===== config.mk =====
export PLATFORM = sky130hd
export DESIGN_NAME = lcd_bus_scheduler
export DESIGN_NICKNAME = d
export VERILOG_FILES = /design/src/rtl/lcd_pkg.sv /design/src/rtl/lcd_rr_arbiter.sv /design/src/rtl/lcd_bus_scheduler.sv
export SDC_FILE = /design/constraint.sdc
export NUM_CORES = 1
export LEC_CHECK = 0
export CORE_UTILIZATION = 36
export DETAILED_ROUTE_END_ITERATION = 8
export PLACE_DENSITY = 0.62
export SLEW_MARGIN = 15
export SYNTH_ARGS = -nofsm -noshare
export SYNTH_HDL_FRONTEND = slang
export SYNTH_HIERARCHICAL = 1
export SYNTH_SLANG_ARGS = --single-unit
export TNS_END_PERCENT = 10

===== constraint.sdc =====
create_clock -name clk -period 3.31 [get_ports clk]
set_input_delay 0.662 -clock clk [delete_from_list [all_inputs] [get_ports clk]]
set_output_delay 0.662 -clock clk [all_outputs]
set_load 0.02 [all_outputs]

===== src/rtl/lcd_pkg.sv =====
// Shared types, command codes and default timing for the HD44780 bus writers.
package lcd_pkg;

  typedef enum logic [2:0] {
    ST_POWERUP,
    ST_IDLE,
    ST_SETUP,
    ST_PULSE,
    ST_HOLD,
    ST_WAIT
  } state_t;

  localparam logic [7:0] CMD_CLEAR_DISPLAY = 8'h01;
  localparam logic [7:0] CMD_RETURN_HOME   = 8'h02;
  localparam logic [7:0] CMD_RETURN_HOME_X = 8'h03;

  // 50 MHz defaults
  localparam int unsigned DEF_POWERUP_CYC    = 1000000;
  localparam int unsigned DEF_TAS_CYC        = 2;
  localparam int unsigned DEF_EN_HIGH_CYC    = 25;
  localparam int unsigned DEF_TH_CYC         = 2;
  localparam int unsigned DEF_SHORT_WAIT_CYC = 2000;
  localparam int unsigned DEF_LONG_WAIT_CYC  = 80000;

  // Clear-display and return-home need the long execution wait.
  function automatic logic is_long_cmd(input logic rs, input logic [7:0] data);
    return !rs && (data == CMD_CLEAR_DISPLAY || data == CMD_RETURN_HOME ||
                   data == CMD_RETURN_HOME_X);
  endfunction

  function automatic int unsigned max2(input int unsigned a, input int unsigned b);
    return (a > b) ? a : b;
  endfunction

endpackage


===== src/rtl/lcd_rr_arbiter.sv =====
// Round-robin arbiter with burst lock; pointer holds the last requester that finished a burst.
module lcd_rr_arbiter #(
  parameter  int N_REQ = 3,
  localparam int IW    = $clog2(N_REQ)
) (
  input  logic             clk,
  input  logic             reset,
  input  logic [N_REQ-1:0] req,
  input  logic             lock,
  input  logic [IW-1:0]    lock_id,
  input  logic             update,
  output logic [N_REQ-1:0] gnt_oh,
  output logic [IW-1:0]    gnt_idx,
  output logic             gnt_any
);

  logic [IW-1:0] ptr;
  logic [IW-1:0] cand;

  // Scan downward so the candidate closest after ptr is the last one written.
  always_comb begin
    gnt_idx = lock_id;
    gnt_any = 1'b0;
    cand    = '0;
    if (lock) begin
      gnt_any = req[lock_id];
    end else begin
      for (int k = N_REQ; k >= 1; k--) begin
        cand = IW'((int'(ptr) + k) % N_REQ);
        if (req[cand]) begin
          gnt_idx = cand;
          gnt_any = 1'b1;
        end
      end
    end
  end

  assign gnt_oh = gnt_any ? (N_REQ'(1) << gnt_idx) : '0;

  always_ff @(posedge clk or negedge reset) begin
    if (!reset)      ptr <= IW'(N_REQ - 1);
    else if (update) ptr <= gnt_idx;
  end

endmodule


===== src/rtl/lcd_bus_scheduler.sv =====
// Shares one HD44780 8-bit write bus among N_REQ requesters and owns all bus timing.
module lcd_bus_scheduler
  import lcd_pkg::*;
#(
  parameter  int unsigned N_REQ          = 3,
  parameter  int unsigned POWERUP_CYC    = DEF_POWERUP_CYC,
  parameter  int unsigned TAS_CYC        = DEF_TAS_CYC,
  parameter  int unsigned EN_HIGH_CYC    = DEF_EN_HIGH_CYC,
  parameter  int unsigned TH_CYC         = DEF_TH_CYC,
  parameter  int unsigned SHORT_WAIT_CYC = DEF_SHORT_WAIT_CYC,
  parameter  int unsigned LONG_WAIT_CYC  = DEF_LONG_WAIT_CYC,
  localparam int          IW             = $clog2(N_REQ)
) (
  input  logic               clk,
  input  logic               reset,
  input  logic [N_REQ-1:0]   req_valid,
  input  logic [N_REQ-1:0]   req_rs,
  input  logic [8*N_REQ-1:0] req_data,
  input  logic [N_REQ-1:0]   req_last,
  output logic [N_REQ-1:0]   req_ready,
  output logic               lcd_rs,
  output logic               lcd_rw,
  output logic               lcd_enable,
  output logic [7:0]         lcd_data,
  output logic [IW-1:0]      grant_id,
  output logic               busy
);

  localparam int unsigned MAXL = max2(max2(max2(POWERUP_CYC, TAS_CYC), max2(EN_HIGH_CYC, TH_CYC)),
                                      max2(SHORT_WAIT_CYC, LONG_WAIT_CYC));
  localparam int CW = (MAXL > 1) ? $clog2(MAXL) : 1;

  state_t                 state, state_nx;
  logic [CW-1:0]          cnt, last_cnt;
  logic                   phase_done, lock, accept;
  logic [N_REQ-1:0][7:0]  data_arr;
  logic [N_REQ-1:0]       gnt_oh;
  logic [IW-1:0]          gnt_idx;
  logic                   gnt_any;

  assign data_arr = req_data;

  lcd_rr_arbiter #(.N_REQ(N_REQ)) u_arb (
    .clk     (clk),
    .reset   (reset),
    .req     (req_valid),
    .lock    (lock),
    .lock_id (grant_id),
    .update  (accept && req_last[gnt_idx]),
    .gnt_oh  (gnt_oh),
    .gnt_idx (gnt_idx),
    .gnt_any (gnt_any)
  );

  assign accept    = (state == ST_IDLE) && gnt_any;
  assign req_ready = accept ? gnt_oh : '0;
  assign busy      = (state != ST_IDLE);
  assign lcd_rw    = 1'b0;

  // Wait length keys off the latched byte, which is stable until the next acceptance.
  always_comb begin
    last_cnt = '0;
    case (state)
      ST_POWERUP: last_cnt = CW'(POWERUP_CYC - 1);
      ST_SETUP:   last_cnt = CW'(TAS_CYC - 1);
      ST_PULSE:   last_cnt = CW'(EN_HIGH_CYC - 1);
      ST_HOLD:    last_cnt = CW'(TH_CYC - 1);
      ST_WAIT:    last_cnt = is_long_cmd(lcd_rs, lcd_data) ? CW'(LONG_WAIT_CYC - 1)
                                                            : CW'(SHORT_WAIT_CYC - 1);
      default:    last_cnt = '0;
    endcase
  end

  assign phase_done = (cnt == last_cnt);

  always_comb begin
    state_nx = state;
    case (state)
      ST_POWERUP: if (phase_done) state_nx = ST_IDLE;
      ST_IDLE:    if (accept)     state_nx = ST_SETUP;
      ST_SETUP:   if (phase_done) state_nx = ST_PULSE;
      ST_PULSE:   if (phase_done) state_nx = ST_HOLD;
      ST_HOLD:    if (phase_done) state_nx = ST_WAIT;
      ST_WAIT:    if (phase_done) state_nx = ST_IDLE;
      default:    state_nx = ST_POWERUP;
    endcase
  end

  always_ff @(posedge clk or negedge reset) begin
    if (!reset) state <= ST_POWERUP;
    else        state <= state_nx;
  end

  // Enable is registered from the next state so it rises with the first PULSE cycle.
  always_ff @(posedge clk or negedge reset) begin
    if (!reset) begin
      cnt        <= '0;
      lock       <= 1'b0;
      grant_id   <= '0;
      lcd_rs     <= 1'b0;
      lcd_data   <= 8'h00;
      lcd_enable <= 1'b0;
    end else begin
      cnt        <= (state_nx != state || state == ST_IDLE) ? '0 : cnt + 1'b1;
      lcd_enable <= (state_nx == ST_PULSE);
      if (accept) begin
        lcd_rs   <= req_rs[gnt_idx];
        lcd_data <= data_arr[gnt_idx];
        grant_id <= gnt_idx;
        lock     <= !req_last[gnt_idx];
      end
    end
  end

  always_ff @(posedge clk)
    assert (POWERUP_CYC > 0 && TAS_CYC > 0 && EN_HIGH_CYC > 0 && TH_CYC > 0 &&
            SHORT_WAIT_CYC > 0 && LONG_WAIT_CYC > 0);

endmodule


# Yosys cells after proc, flatten, opt, wreduce, memory -nomap -nowiden
# Cells that the tools add are included.
[op_classes]
mux = 33
div = 3
reduce_logical = 11
n_addsub = 4
eq_ne = 12
magnitude_cmp = 5
shifts = 1
[ops]
columns = ["cell", "n"]
rows = [
  ["modulo 32 x 3 -> 32 bit, second input constant", 3],
  ["one-hot mux 20 bit (4 select lines)", 1],
  ["two-way mux 3 bit", 7],
  ["adder 20 x 1 -> 20 bit, second input constant", 1],
  ["== test 20 bit", 1],
  ["two-way mux 20 bit", 1],
  ["two-way mux 17 bit", 1],
  ["binary-select mux 8 bit (select 2 bit)", 1],
  ["== test 8 x 2 -> 1 bit, second input constant", 2],
  ["< comparator 2 x 3 -> 1 bit, second input constant", 5],
  ["one-hot mux 3 bit (5 select lines)", 1],
  ["binary-select mux 1 bit (select 2 bit)", 6],
  ["two-way mux 1 bit", 10],
  ["== test 3 x 2 -> 1 bit, second input constant", 3],
  ["== test 8 x 1 -> 1 bit, second input constant", 1],
  ["two-way mux 2 bit", 4],
  ["two-way mux 8 bit", 1],
  ["adder 2 x 2 -> 3 bit, second input constant", 2],
  ["== test 3 bit, second input constant", 2],
  ["OR reduction 2 bit", 2],
  ["adder 2 x 1 -> 3 bit, second input constant", 1],
  ["== test 3 x 1 -> 1 bit, second input constant", 1],
  ["logical AND 1 bit", 3],
  ["zero test 3 bit", 1],
  ["5 further kinds", 8],
]
[word_totals]
elab_cells = 77
ff_bits = 38
output_inout_bits = 17
inputBits = 35

# Logic depth before layout (Yosys ltp)
# Gate-level depths: netlist (run 1).
[depth]
depth_word = 14
depth_mapped = 12
ltp_nobuf = 11

# Modules after synthesis
# The synthesis (run 1) kept the hierarchy.
[by_module_without_submodules]
columns = ["mod", "cells_per_inst", "instances", "area_per_inst_um2", "seq_area_each_um2"]
rows = [
  ["lcd_bus_scheduler", 263, 1, 2257.2, 900.9],
  ["lcd_rr_arbiter", 50, 1, 412.9, 51.3],
]

# Worst setup path after synthesis (run 1)
# OpenSTA, ideal clock, no wires.
[synth_timing]
path_type = "register to output"
from = "register u_arb.ptr[1]"
to = "output port req_ready[0]"
arrival_ps = 2194
setup_slack_ps = 454
path_stages_with_launch = 10
n_path_buf = 1
path_cell_list = "dfstp_2 -> ha_1 -> nor2b_4 -> o21ai_0 -> o21ai_0 -> o32ai_1 -> inv_1 -> and3_1 -> clkbuf_1 -> and2_1"
[synth_via]
elab_cells_between_ends = 24
classes_between = "add/sub (3); div (3); shift (1); mux (16); reduce/logical (1)"
[synth_rtl]
columns = ["item", "line_no", "source"]
rows = [
  ["from (decl)", "lcd_rr_arbiter.sv:17", "logic [IW-1:0] ptr;"],
  ["from (signal assigned)", "lcd_rr_arbiter.sv:41", "if (!reset) ptr <= IW'(N_REQ - 1);"],
  ["from (signal assigned)", "lcd_rr_arbiter.sv:42", "else if (update) ptr <= gnt_idx;"],
  ["adder 2 x 2 -> 3 bit", "lcd_rr_arbiter.sv:29", "cand = IW'((int'(ptr) + k) % N_REQ);"],
  ["modulo 32 x 3 -> 32 bit", "lcd_rr_arbiter.sv:29", ""],
  ["binary-select mux 1 bit (select 2 bit)", "lcd_rr_arbiter.sv:30", "if (req[cand]) begin"],
  ["two-way mux 1 bit (not written as such)", "lcd_rr_arbiter.sv:30", ""],
  ["two-way mux 1 bit (2 in a row)", "lcd_rr_arbiter.sv:30", ""],
  ["two-way mux 1 bit *", "lcd_rr_arbiter.sv:30", ""],
  ["two-way mux 1 bit *", "lcd_rr_arbiter.sv:25", "if (lock) begin"],
  ["net gnt_any", "lcd_bus_scheduler.sv:39", "logic gnt_any;"],
  ["two-way mux 3 bit / logical AND 1 bit (equally long branches)", "lcd_rr_arbiter.sv:38, lcd_bus_scheduler.sv:55", ""],
  ["two-way mux 3 bit *", "lcd_bus_scheduler.sv:56", "assign req_ready = accept ? gnt_oh : '0;"],
  ["to (decl)", "lcd_bus_scheduler.sv:20", "output logic [N_REQ-1:0] req_ready,"],
]
# Mark *: on every way through the listed nets, which the timed path passes. The rest lies on a longest branch. The select of a mux whose other input is x is not followed.

# Worst setup path in the final report (run 1)
[layout_timing]
from = "input port req_valid[2]"
to = "output port req_ready[2]"
[layout_via]
elab_cells_between_ends = 20
classes_between = "shift (1); mux (18); reduce/logical (1)"
[layout_rtl]
columns = ["item", "line_no", "source"]
rows = [
  ["from (decl)", "lcd_bus_scheduler.sv:16", "input logic [N_REQ-1:0] req_valid,"],
  ["binary-select mux 1 bit (select 2 bit)", "lcd_rr_arbiter.sv:30", ""],
  ["two-way mux 1 bit (not written as such)", "lcd_rr_arbiter.sv:30", ""],
  ["two-way mux 1 bit (3 in a row)", "lcd_rr_arbiter.sv:30", ""],
  ["two-way mux 1 bit *", "lcd_rr_arbiter.sv:25", ""],
  ["net gnt_any", "lcd_bus_scheduler.sv:39", ""],
  ["two-way mux 3 bit / logical AND 1 bit (equally long branches)", "lcd_rr_arbiter.sv:38, lcd_bus_scheduler.sv:55", ""],
  ["two-way mux 3 bit *", "lcd_bus_scheduler.sv:56", ""],
]
# Marks and branches as above.

==> results of run 1 <==
layout by cell type, fill, tap and decap left out, drive strengths merged, types with 3 or more instances in the layout:
master,n
clkdlybuf4s50,46
nor2,38
dfrtp,37
nand2,29
o21ai,22
a21oi,17
mux2i,17
buf,16
inv,13
nand3,12
xor2,11
clkbuf,9
nor3,8
xnor2,8
nor2b,7
and2,6
and3,6
nand4,5
ha,5
nand3b,4
nor4,3
or2,3
a31oi,3
o211ai,3
a221oi,3
power groups by stage:
stage          Combinational [W]  Clock, W  Sequential, W
2_1_floorplan            0.00112         0       0.000781
3_3_place_gp             0.00165         0       0.000773
3_5_place_dp             0.00166         0       0.000775
4_1_cts                  0.00168  0.000402       0.000766
5_1_grt                  0.00189  0.000425       0.000796
6_report                 0.00170  0.000386       0.000767
cells by family (layout without fill, tap and decap cells):
group | Yosys count | count (layout)
AO/OA/AOI/OAI | 67 | 67
XOR/XNOR | 19 | 19
adder cells (fa/ha/maj) | 5 | 5
buffers and inverters | 30 | 86
flip-flops | 38 | 38
multiplexers | 19 | 19
other | 1 | 1
AND/OR/NAND/NOR | 134 | 134
flip-flops by register name (all words and copies together) (netlist names):
name        cells
lock            1
lcd_enable      1
grant_id        2
cnt            20
state           3
lcd_data        8
u_arb/ptr       2
lcd_rs          1
per-layer routing:
metal / vias to the layer above / share of wire (%) / wire (um) / global-route usage [%]
met5: - / 0 / 0 / 0
li1: 1219 / - / - / -
met4: 0 / 1.6 / 99 / 5.425
met3: 10 / 3.7 / 233 / 3.205
met1: 1152 / 46 / 2963 / 24.19
met2: 47 / 48 / 3085 / 31.36
through the flow:
step	std cells	setup TNS (ps)
3_3_place_gp	460	-519.7
5_1_grt	468	-18.03
6_report	468	0
3_5_place_dp	460	-693.2
2_1_floorplan	313	0
4_1_cts	468	0
path summary, 6_finish.rpt:
| check | slack (ps) | cells past startpoint | end | start |
|---|---|---|---|---|
| worst max-delay path | 90 | 9 | req_ready[2] | req_valid[2] |
| worst min-delay path | 470 | 1 | cnt[3] | reset |
| worst max register to register | 520 | 12 | u_arb/ptr[1] | u_arb/ptr[1] |
| worst min register to register | 510 | 2 | lcd_data[7] | lcd_data[7] |
| max in group asynchronous | 2310 | 1 | lcd_data[7] | reset |
| min in group clk | 510 | 2 | lcd_data[7] | lcd_data[7] |
worst max-delay path, delay by kind of cell:
kind / cells / cell delay (ps)
and+or+nand+nor: 2 / 360
AOI/OAI and AO/OA: 3 / 490
buffers and inverters: 4 / 1030
synthesized netlist by cell type (3+ instances only):
| library cell | count |
|---|---|
| buf_2 | 5 |
| buf_6 | 3 |
| o21ai_0 | 20 |
| and3_1 | 6 |
| nand3b_1 | 4 |
| ha_1 | 5 |
| nand4_1 | 5 |
| nand3_1 | 12 |
| a31oi_1 | 3 |
| nand2_1 | 29 |
| mux2i_1 | 17 |
| or2_2 | 3 |
| o211ai_1 | 3 |
| nor2b_1 | 6 |
| clkbuf_1 | 6 |
| nor4_1 | 3 |
| nor2_1 | 38 |
| dfrtp_1 | 37 |
| and2_1 | 6 |
| nor3_1 | 8 |
| xnor2_1 | 8 |
| a21oi_1 | 17 |
| inv_1 | 12 |
| xor2_1 | 11 |
timing repair:
item                       CTS  global route
pin swaps                    0             1
hold buffers                 0             0
setup endpoints to repair    3             3
resized for setup            5             9
hold endpoints to repair     0             0
layout make-up:
type,count,area [um^2],area share [%]
multi-input combinational,245,1602,46.51
clock inverter,1,30.03,0.8721
timing repair buffer,65,610.6,17.73
tap,99,123.9,3.597
sequential,38,952.2,27.65
clock buffer,7,76.32,2.217
inverter,13,48.80,1.417
==> qor.yml, run 1 <==
status: "finished, final reports clean"
synthMuxAreaShare_pct: 7.357
nets: 408
stdcell_area_mm2: 0.003443
drive_gt1_share_pct: 12.20
fp.dieArea_mm2: 0.007765
ys_seq_elements: 38
vias: 2428
dpl_cell_area_mm2: 0.003318
gp_congestion: 0.8267
grt_antenna_before_repair: 0
combPwrFrac_pct: 59.6
core_area_mm2: 0.007214
required_ps: 2650
hold_path_class: "in -> async"
p_sw_share_pct: 42.97
finalHoldViolations: 0
max_freq_mhz: 310.9
clock_skew_ps: 6.330
grt_pass1_vias: 2327
critPathMaxFanout: 5
via_per_inst: 5.188
grt_max_degree: 39
syn2layout_area_growth_pct: 28.96
yosys_most_used_dff: "dfrtp_1"
power.internal_w: 0.001626
synth_top_family_by_area: "simple AND/OR/NAND/NOR gates"
synthesis.area_mm2: 0.002670
grt_overflow: 0
fillers: 724
fin_crit_sh_pct: 97.18
pre_cts_ws_ps: -252.1
synth_xor_area_share_pct: 6.232
power_w: 0.002851
root_buffer: "clkbuf_8"
p_leak_nw: 1.460
die_x_um: 88.12
synth-simple-area-share_pct: 25.82
cts_sinks: 38
port_buffers: 50
synth_area_leaders: "dfrtp_1 (35%), mux2i_1 (6.4%), nor2_1 (5.3%)"
htreeDepth: 2
avgSynthCellArea_um2: 8.531
cpMaxStageDelayCell: "clkdlybuf4s50_1"
ioPinCount: 52
wl_per_cell_um: 13.63
wirelength_um: 6381
die_h_um: 88.12
post-synth-top-area-cell: "dfrtp_1"
ys_warn_count: 6
synth_compound_area_share_pct: 17.01
synthArstFlopShare_pct: 100.0
setup_viol: 0
worstPathArrival_ps: 2550
grt_use_total_pct: 18.49
setup_slack_ps: 93.42
n_antenna_cell: 0
initial_core_util_pct: 37.01
tightestPinTransition_ps: 840.3
synth_seq_area_share_pct: 35.66
start_kind: "input pin"
powerDensity_mw_per_mm2: 828.0
cts_tree: "built"
drt_iter0_markers: 177
slew_headroom_pct: 43.98
endpoint_kind: "output port"
crit_chain: "clkdlybuf4s50_1 > buf_4 > o21ai_1 > o21ai_0 > o32ai_2 > inv_1 > and3_1 > and2_1 > clkdlybuf4s15_1"
synth_cell_type_count: 63
synthAdderAreaFrac_pct: 2.343
p_sw_w: 0.001225
clk_path_buf_depth: 2
synth_edf_count: 0
worst_hold_slack_ps: 474.3
rows: 31
grt_pass1_wl_um: 11250
synthCells: 313
clkPwrFrac_pct: 13.5
cts_buffers: 5
cap_violations: 0
hpwl_um: 4816
postCtsSetupBuffers: 0
critical_path_class: "in -> out"
drt-pass1-iter-count: 5
final_util_pct: 47.73
peakVddDrop_v: 0.0003294
pwr-share-seq_pct: 26.9
yosys.area.top_type_share_pct: 34.68
syn_nets: 353
rsz0062_at_grt: "yes"
path_clk_slew_ps: 80
layout_min_cycle_time_ps: 3217
maxSlewViolCount: 0
worst_skew_pair.late_latency_ps: 290
ant_nets: 0
drc: 0
max_stage_delay_ps: 480
(Power assumes the default switching activity.)
==> inputs of run 2 (changes only) <==
SKIP_LAST_GASP = 1   (was unset)
==> run 2 against run 1 <==
Compared with the run above: final cell count stayed put; total power hardly changed; critical path depth stayed put; critical endpoint unchanged; clock power hardly changed; setup slack worse by 29 ps; clock-buffer cell count stayed put; clock skew hardly changed; sequential share of layout area hardly changed; first-iteration DRC count is 0.56% higher; largest power group unchanged; core utilization is 0.052 points higher; die area stayed put; non-clock buffer count stayed put.
==> qor.yml, run 2 (synthesis results as in run 1) <==
drc: 0
path_clk_slew_ps: 80
drive_gt1_share_pct: 11.92
syn2layout_area_growth_pct: 29.10
wirelength_um: 6376
largest_register: "cnt"
max_freq_mhz: 308.1
layout_min_cycle_time_ps: 3246
pre_cts_ws_ps: -252.1
rows: 31
wl_per_cell_um: 13.62
critPathMaxFanout: 5
root_buffer: "clkbuf_8"
largestRegisters: "cnt: 20 flops, lcd_data: 8 flops, state: 3 flops"
cts_tree: "built"
worstPathArrival_ps: 2580
layout_common_cells: "clkdlybuf4s50_1 (46), nor2_1 (38), dfrtp_1 (37)"
postCtsSetupBuffers: 0
slew_headroom_pct: 43.98
finalHoldViolations: 0
ioPinCount: 52
grt_antenna_before_repair: 0
critical_path_class: "in -> out"
grt_pass1_wl_um: 11250
vias: 2424
via_per_inst: 5.179
tightestPinTransition_ps: 840.3
endpoint_kind: "output port"
clock_skew_ps: 6.294
grt_use_total_pct: 18.49
reg2reg_depth: 12
r2r-start: "u_arb/ptr[1]"
max_stage_delay_ps: 480
r2r_slack_ps: 530
cap_violations: 0
status: "finished, final reports clean"
cpMaxStageDelayCell: "clkdlybuf4s50_1"
gp_congestion: 0.8267
hpwl_um: 4816
start_kind: "input pin"
setup_slack_ps: 64.06
peakVddDrop_v: 0.0003291
die_h_um: 88.12
stdcell_area_mm2: 0.003447
r2r-end: "u_arb/ptr[1]"
largest_register_ffs: 20
required_ps: 2650
dpl_cell_area_mm2: 0.003318
cts_sinks: 38
hold_path_class: "in -> async"
fp.dieArea_mm2: 0.007765
port_buffers: 50
setup_viol: 0
nets: 408
cts_hold_buf: 0
grt_max_degree: 39
n_antenna_cell: 0
cts_buffers: 5
critPathTopFamily: "buffers and inverters"
die_x_um: 88.12
fin_crit_sh_pct: 98.06
core_area_mm2: 0.007214
worst-path-buf-inv: 4
final_common_cell: "clkdlybuf4s50_1"
maxSlewViolCount: 0
grt_pass1_vias: 2327
ant_nets: 0
worst_skew_pair.late_latency_ps: 290
drt-pass1-iter-count: 5
grt_overflow: 0
drt_iter0_markers: 178
p_leak_nw: 1.463
powerDensity_mw_per_mm2: 826.8
htreeDepth: 2
clk_path_buf_depth: 2
crit_chain: "clkdlybuf4s50_1 > buf_4 > o21ai_1 > o21ai_0 > o32ai_2 > inv_1 > and3_1 > and2_1 > dlygate4sd2_1"
rsz0062_at_grt: "yes"
initial_core_util_pct: 37.01
## run 2: changes by cell type in the layout (fill, tap and decap cells not counted)
cell,delta
dlygate4sd2_1,+1
clkbuf_2,-1
## run 2: through the flow
step	utilization [%]	instances	total power, W	hold slack, ps	TNS [ps]
after floorplan	-	313	0.001901	366.4	0
after CTS	47.55	468	0.002850	510.1	0
after global routing	47.78	468	0.003107	532.6	-74.48
after detailed placement	45.99	460	0.002440	499.8	-693.2
final	47.78	468	0.002850	474.4	0
after global placement	45.99	460	0.002420	491.0	-519.7
## run 2: worst max-delay path by stage
stage,start,to,cells past startpoint
global route,u_arb/ptr[1],req_ready[2],9
global placement,req_valid[1],req_ready[1],8
CTS,u_arb/ptr[1],req_ready[1],9
floorplan,u_arb/ptr[1],req_ready[0],9
detailed placement,req_valid[1],req_ready[1],8
finish,req_valid[2],req_ready[2],9
## run 2: layer usage
layer	vias to the layer above	routed length (um)	track usage, %
met5	-	0	0
met4	0	99	5.425
met3	10	233	3.205
met2	47	3083	31.36
met1	1148	2960	24.19
li1	1219	-	-
## run 2: repair_timing
| action | CTS | global route |
|---|---|---|
| gates resized for setup | 5 | 7 |
| setup endpoints to repair | 3 | 3 |
| cloned | 0 | 0 |
| pin swaps | 0 | 1 |
| hold endpoints to repair | 0 | 0 |
## run 2: area by class of cell
class | instances | area, um^2
flip-flops and latches | 38 | 952.2
well taps | 99 | 123.9
clock inverters | 1 | 30.03
multi-input cells | 245 | 1602
inverters | 13 | 48.80
clock buffers | 7 | 76.32
fillers | 724 | 3767
repair buffers | 65 | 614.3
## run 2: worst reg2reg max path, cell delays in order, from the launching register on
cell      delay, ps
dfstp_2         580
inv_1            70
ha_1            220
and2b_1         250
o311ai_2        120
a221oi_2        270
a21o_4          140
buf_4           210
mux2i_1         230
nor2_1           50
a21oi_1         150
nor2_1          110
mux2_4          300
## run 2: where the power goes
group	internal [W]	switching, W	total, W	leakage (nW)
logic	0.000804	0.000893	0.00170	0.919
registers	0.000597	0.000171	0.000767	0.492
clock network	0.000226	0.000160	0.000385	0.0524
==> inputs of run 3 (changes only) <==
CORE_MARGIN = 2   (was unset)
CORE_UTILIZATION = 39   (was 36)
PLACE_DENSITY = 0.66   (was 0.62)
SKIP_LAST_GASP = unset   (was 1)
==> run 3 against run 2 <==
Compared with the run above: die area shrank 3.1%; via count is 0.25% higher; hold slack worse by 5.2 ps; highest routed layer unchanged.
==> qor.yml, run 3 (synthesis results as in run 1) <==
status: "finished, final reports clean"
drc: 0
required_ps: 2650
maxSlewViolCount: 0
setup_viol: 0
crit_chain: "clkdlybuf4s50_1 > mux2i_2 > o21ai_1 > o32ai_2 > inv_1 > and3_4 > and2_1 > clkdlybuf4s15_2"
finalHoldViolations: 0
postCtsSetupBuffers: 0
start_kind: "input pin"
layout_min_cycle_time_ps: 3167
fp.dieArea_mm2: 0.007524
grt_antenna_before_repair: 0
setup_slack_ps: 142.7
power_w: 0.002805
port_buffers: 50
cts_sinks: 38
layout_common_cells: "clkdlybuf4s50_1 (45), nor2_1 (38), dfrtp_1 (37)"
grt_overflow: 0
final_common_cell: "clkdlybuf4s50_1"
critPathMaxFanout: 5
clkPwrFrac_pct: 11.8
die_x_um: 86.74
core_area_mm2: 0.006719
root_buffer: "clkbuf_8"
syn2layout_area_growth_pct: 28.63
p_leak_nw: 1.464
clock_skew_ps: 8.157
r2r_slack_ps: 490
p_sw_share_pct: 43.84
p_sw_w: 0.001230
die_h_um: 86.74
rsz0062_at_grt: "no"
n_antenna_cell: 0
cts_tree: "built"
rows: 30
grt_use_total_pct: 18.81
largest_register: "cnt"
ioPinCount: 52
drt-pass1-iter-count: 5
critical_path_class: "in -> out"
wl_per_cell_um: 14.18
largestRegisters: "cnt: 20 flops, lcd_data: 8 flops, state: 3 flops"
pre_cts_ws_ps: -195.9
worst-path-buf-inv: 3
cts_buffers: 5
nets: 409
max_stage_delay_ps: 490
tightestPinTransition_ps: 868.0
peakVddDrop_v: 0.0003607
combPwrFrac_pct: 60.8
hold_path_class: "in -> async"
drive_gt1_share_pct: 13.51
critPathTopFamily: "buffers and inverters"
clk_path_buf_depth: 2
initial_core_util_pct: 39.74
wirelength_um: 6380
grt_pass1_vias: 2413
hpwl_um: 4769
stdcell_count: 450
via_per_inst: 5.400
worst_skew_pair.late_latency_ps: 290
worst_hold_slack_ps: 469.2
vias: 2430
grt_pass1_wl_um: 11320
fin_crit_sh_pct: 95.69
worstPathArrival_ps: 2510
cap_violations: 0
fillers: 646
power.internal_w: 0.001575
cpMaxStageDelayCell: "clkdlybuf4s50_1"
grt_max_degree: 39
endpoint_kind: "output port"
dp.cells: 442
htreeDepth: 2
slew_headroom_pct: 42.13
pwr-share-seq_pct: 27.4
powerDensity_mw_per_mm2: 816.6
path_clk_slew_ps: 80
largest_register_ffs: 20
max_freq_mhz: 315.7
drt_iter0_markers: 151
gp_congestion: 0.8277
ant_nets: 0
-- run 3: what timing repair did --
action,CTS,global route
hold buffers,0,0
endpoints found under the setup margin,3,3
pin swaps,1,2
gates resized for setup,11,8
-- run 3: power by group through the flow --
stage / combinational [W] / clock (W) / sequential, W
2_1_floorplan: 0.00112 / 0 / 0.000781
3_3_place_gp: 0.00164 / 0 / 0.000771
3_5_place_dp: 0.00166 / 0 / 0.000775
4_1_cts: 0.00169 / 0.000342 / 0.000769
5_1_grt: 0.00189 / 0.000360 / 0.000798
6_report: 0.00171 / 0.000331 / 0.000769
-- run 3: cell type report --
| class | count | area, um^2 | share of cell area [%] |
|---|---|---|---|
| multi-input cells | 245 | 1608 | 46.81 |
| flip-flops and latches | 38 | 952.2 | 27.72 |
| repair buffers | 66 | 634.4 | 18.47 |
| well taps | 80 | 100.1 | 2.914 |
| clock buffers | 7 | 86.33 | 2.514 |
| inverters | 13 | 48.80 | 1.421 |
| clock inverters | 1 | 5.005 | 0.1457 |
-- run 3: path summary, 6_finish.rpt --
kind / startpoint / to / cells after the start
max: req_valid[0] / req_ready[0] / 8
min: reset / cnt[2] / 1
max reg2reg: u_arb/ptr[1] / u_arb/ptr[1] / 12
min reg2reg: lcd_data[3] / lcd_data[3] / 2
max in group asynchronous: reset / lcd_enable / 1
min in group clk: lcd_data[3] / lcd_data[3] / 2
-- run 3: stage by stage --
step / TNS (ps) / util, % / area, um^2
6_report: 0 / 51.12 / 3435
5_1_grt: 0 / 51.12 / 3435
4_1_cts: 0 / 50.74 / 3410
3_5_place_dp: -570.3 / 49.14 / 3302
3_3_place_gp: -506.2 / 49.14 / 3302
2_1_floorplan: 0 / - / 2670
-- run 3: per-layer routing --
metal  vias to the layer above  GRT usage (%)  wire [um]
met2                        57          30.98       3055
met5                         -              0          0
li1                       1217              -          -
met3                        13          3.429        264
met1                      1143          24.79       2940
met4                         0          6.676        119
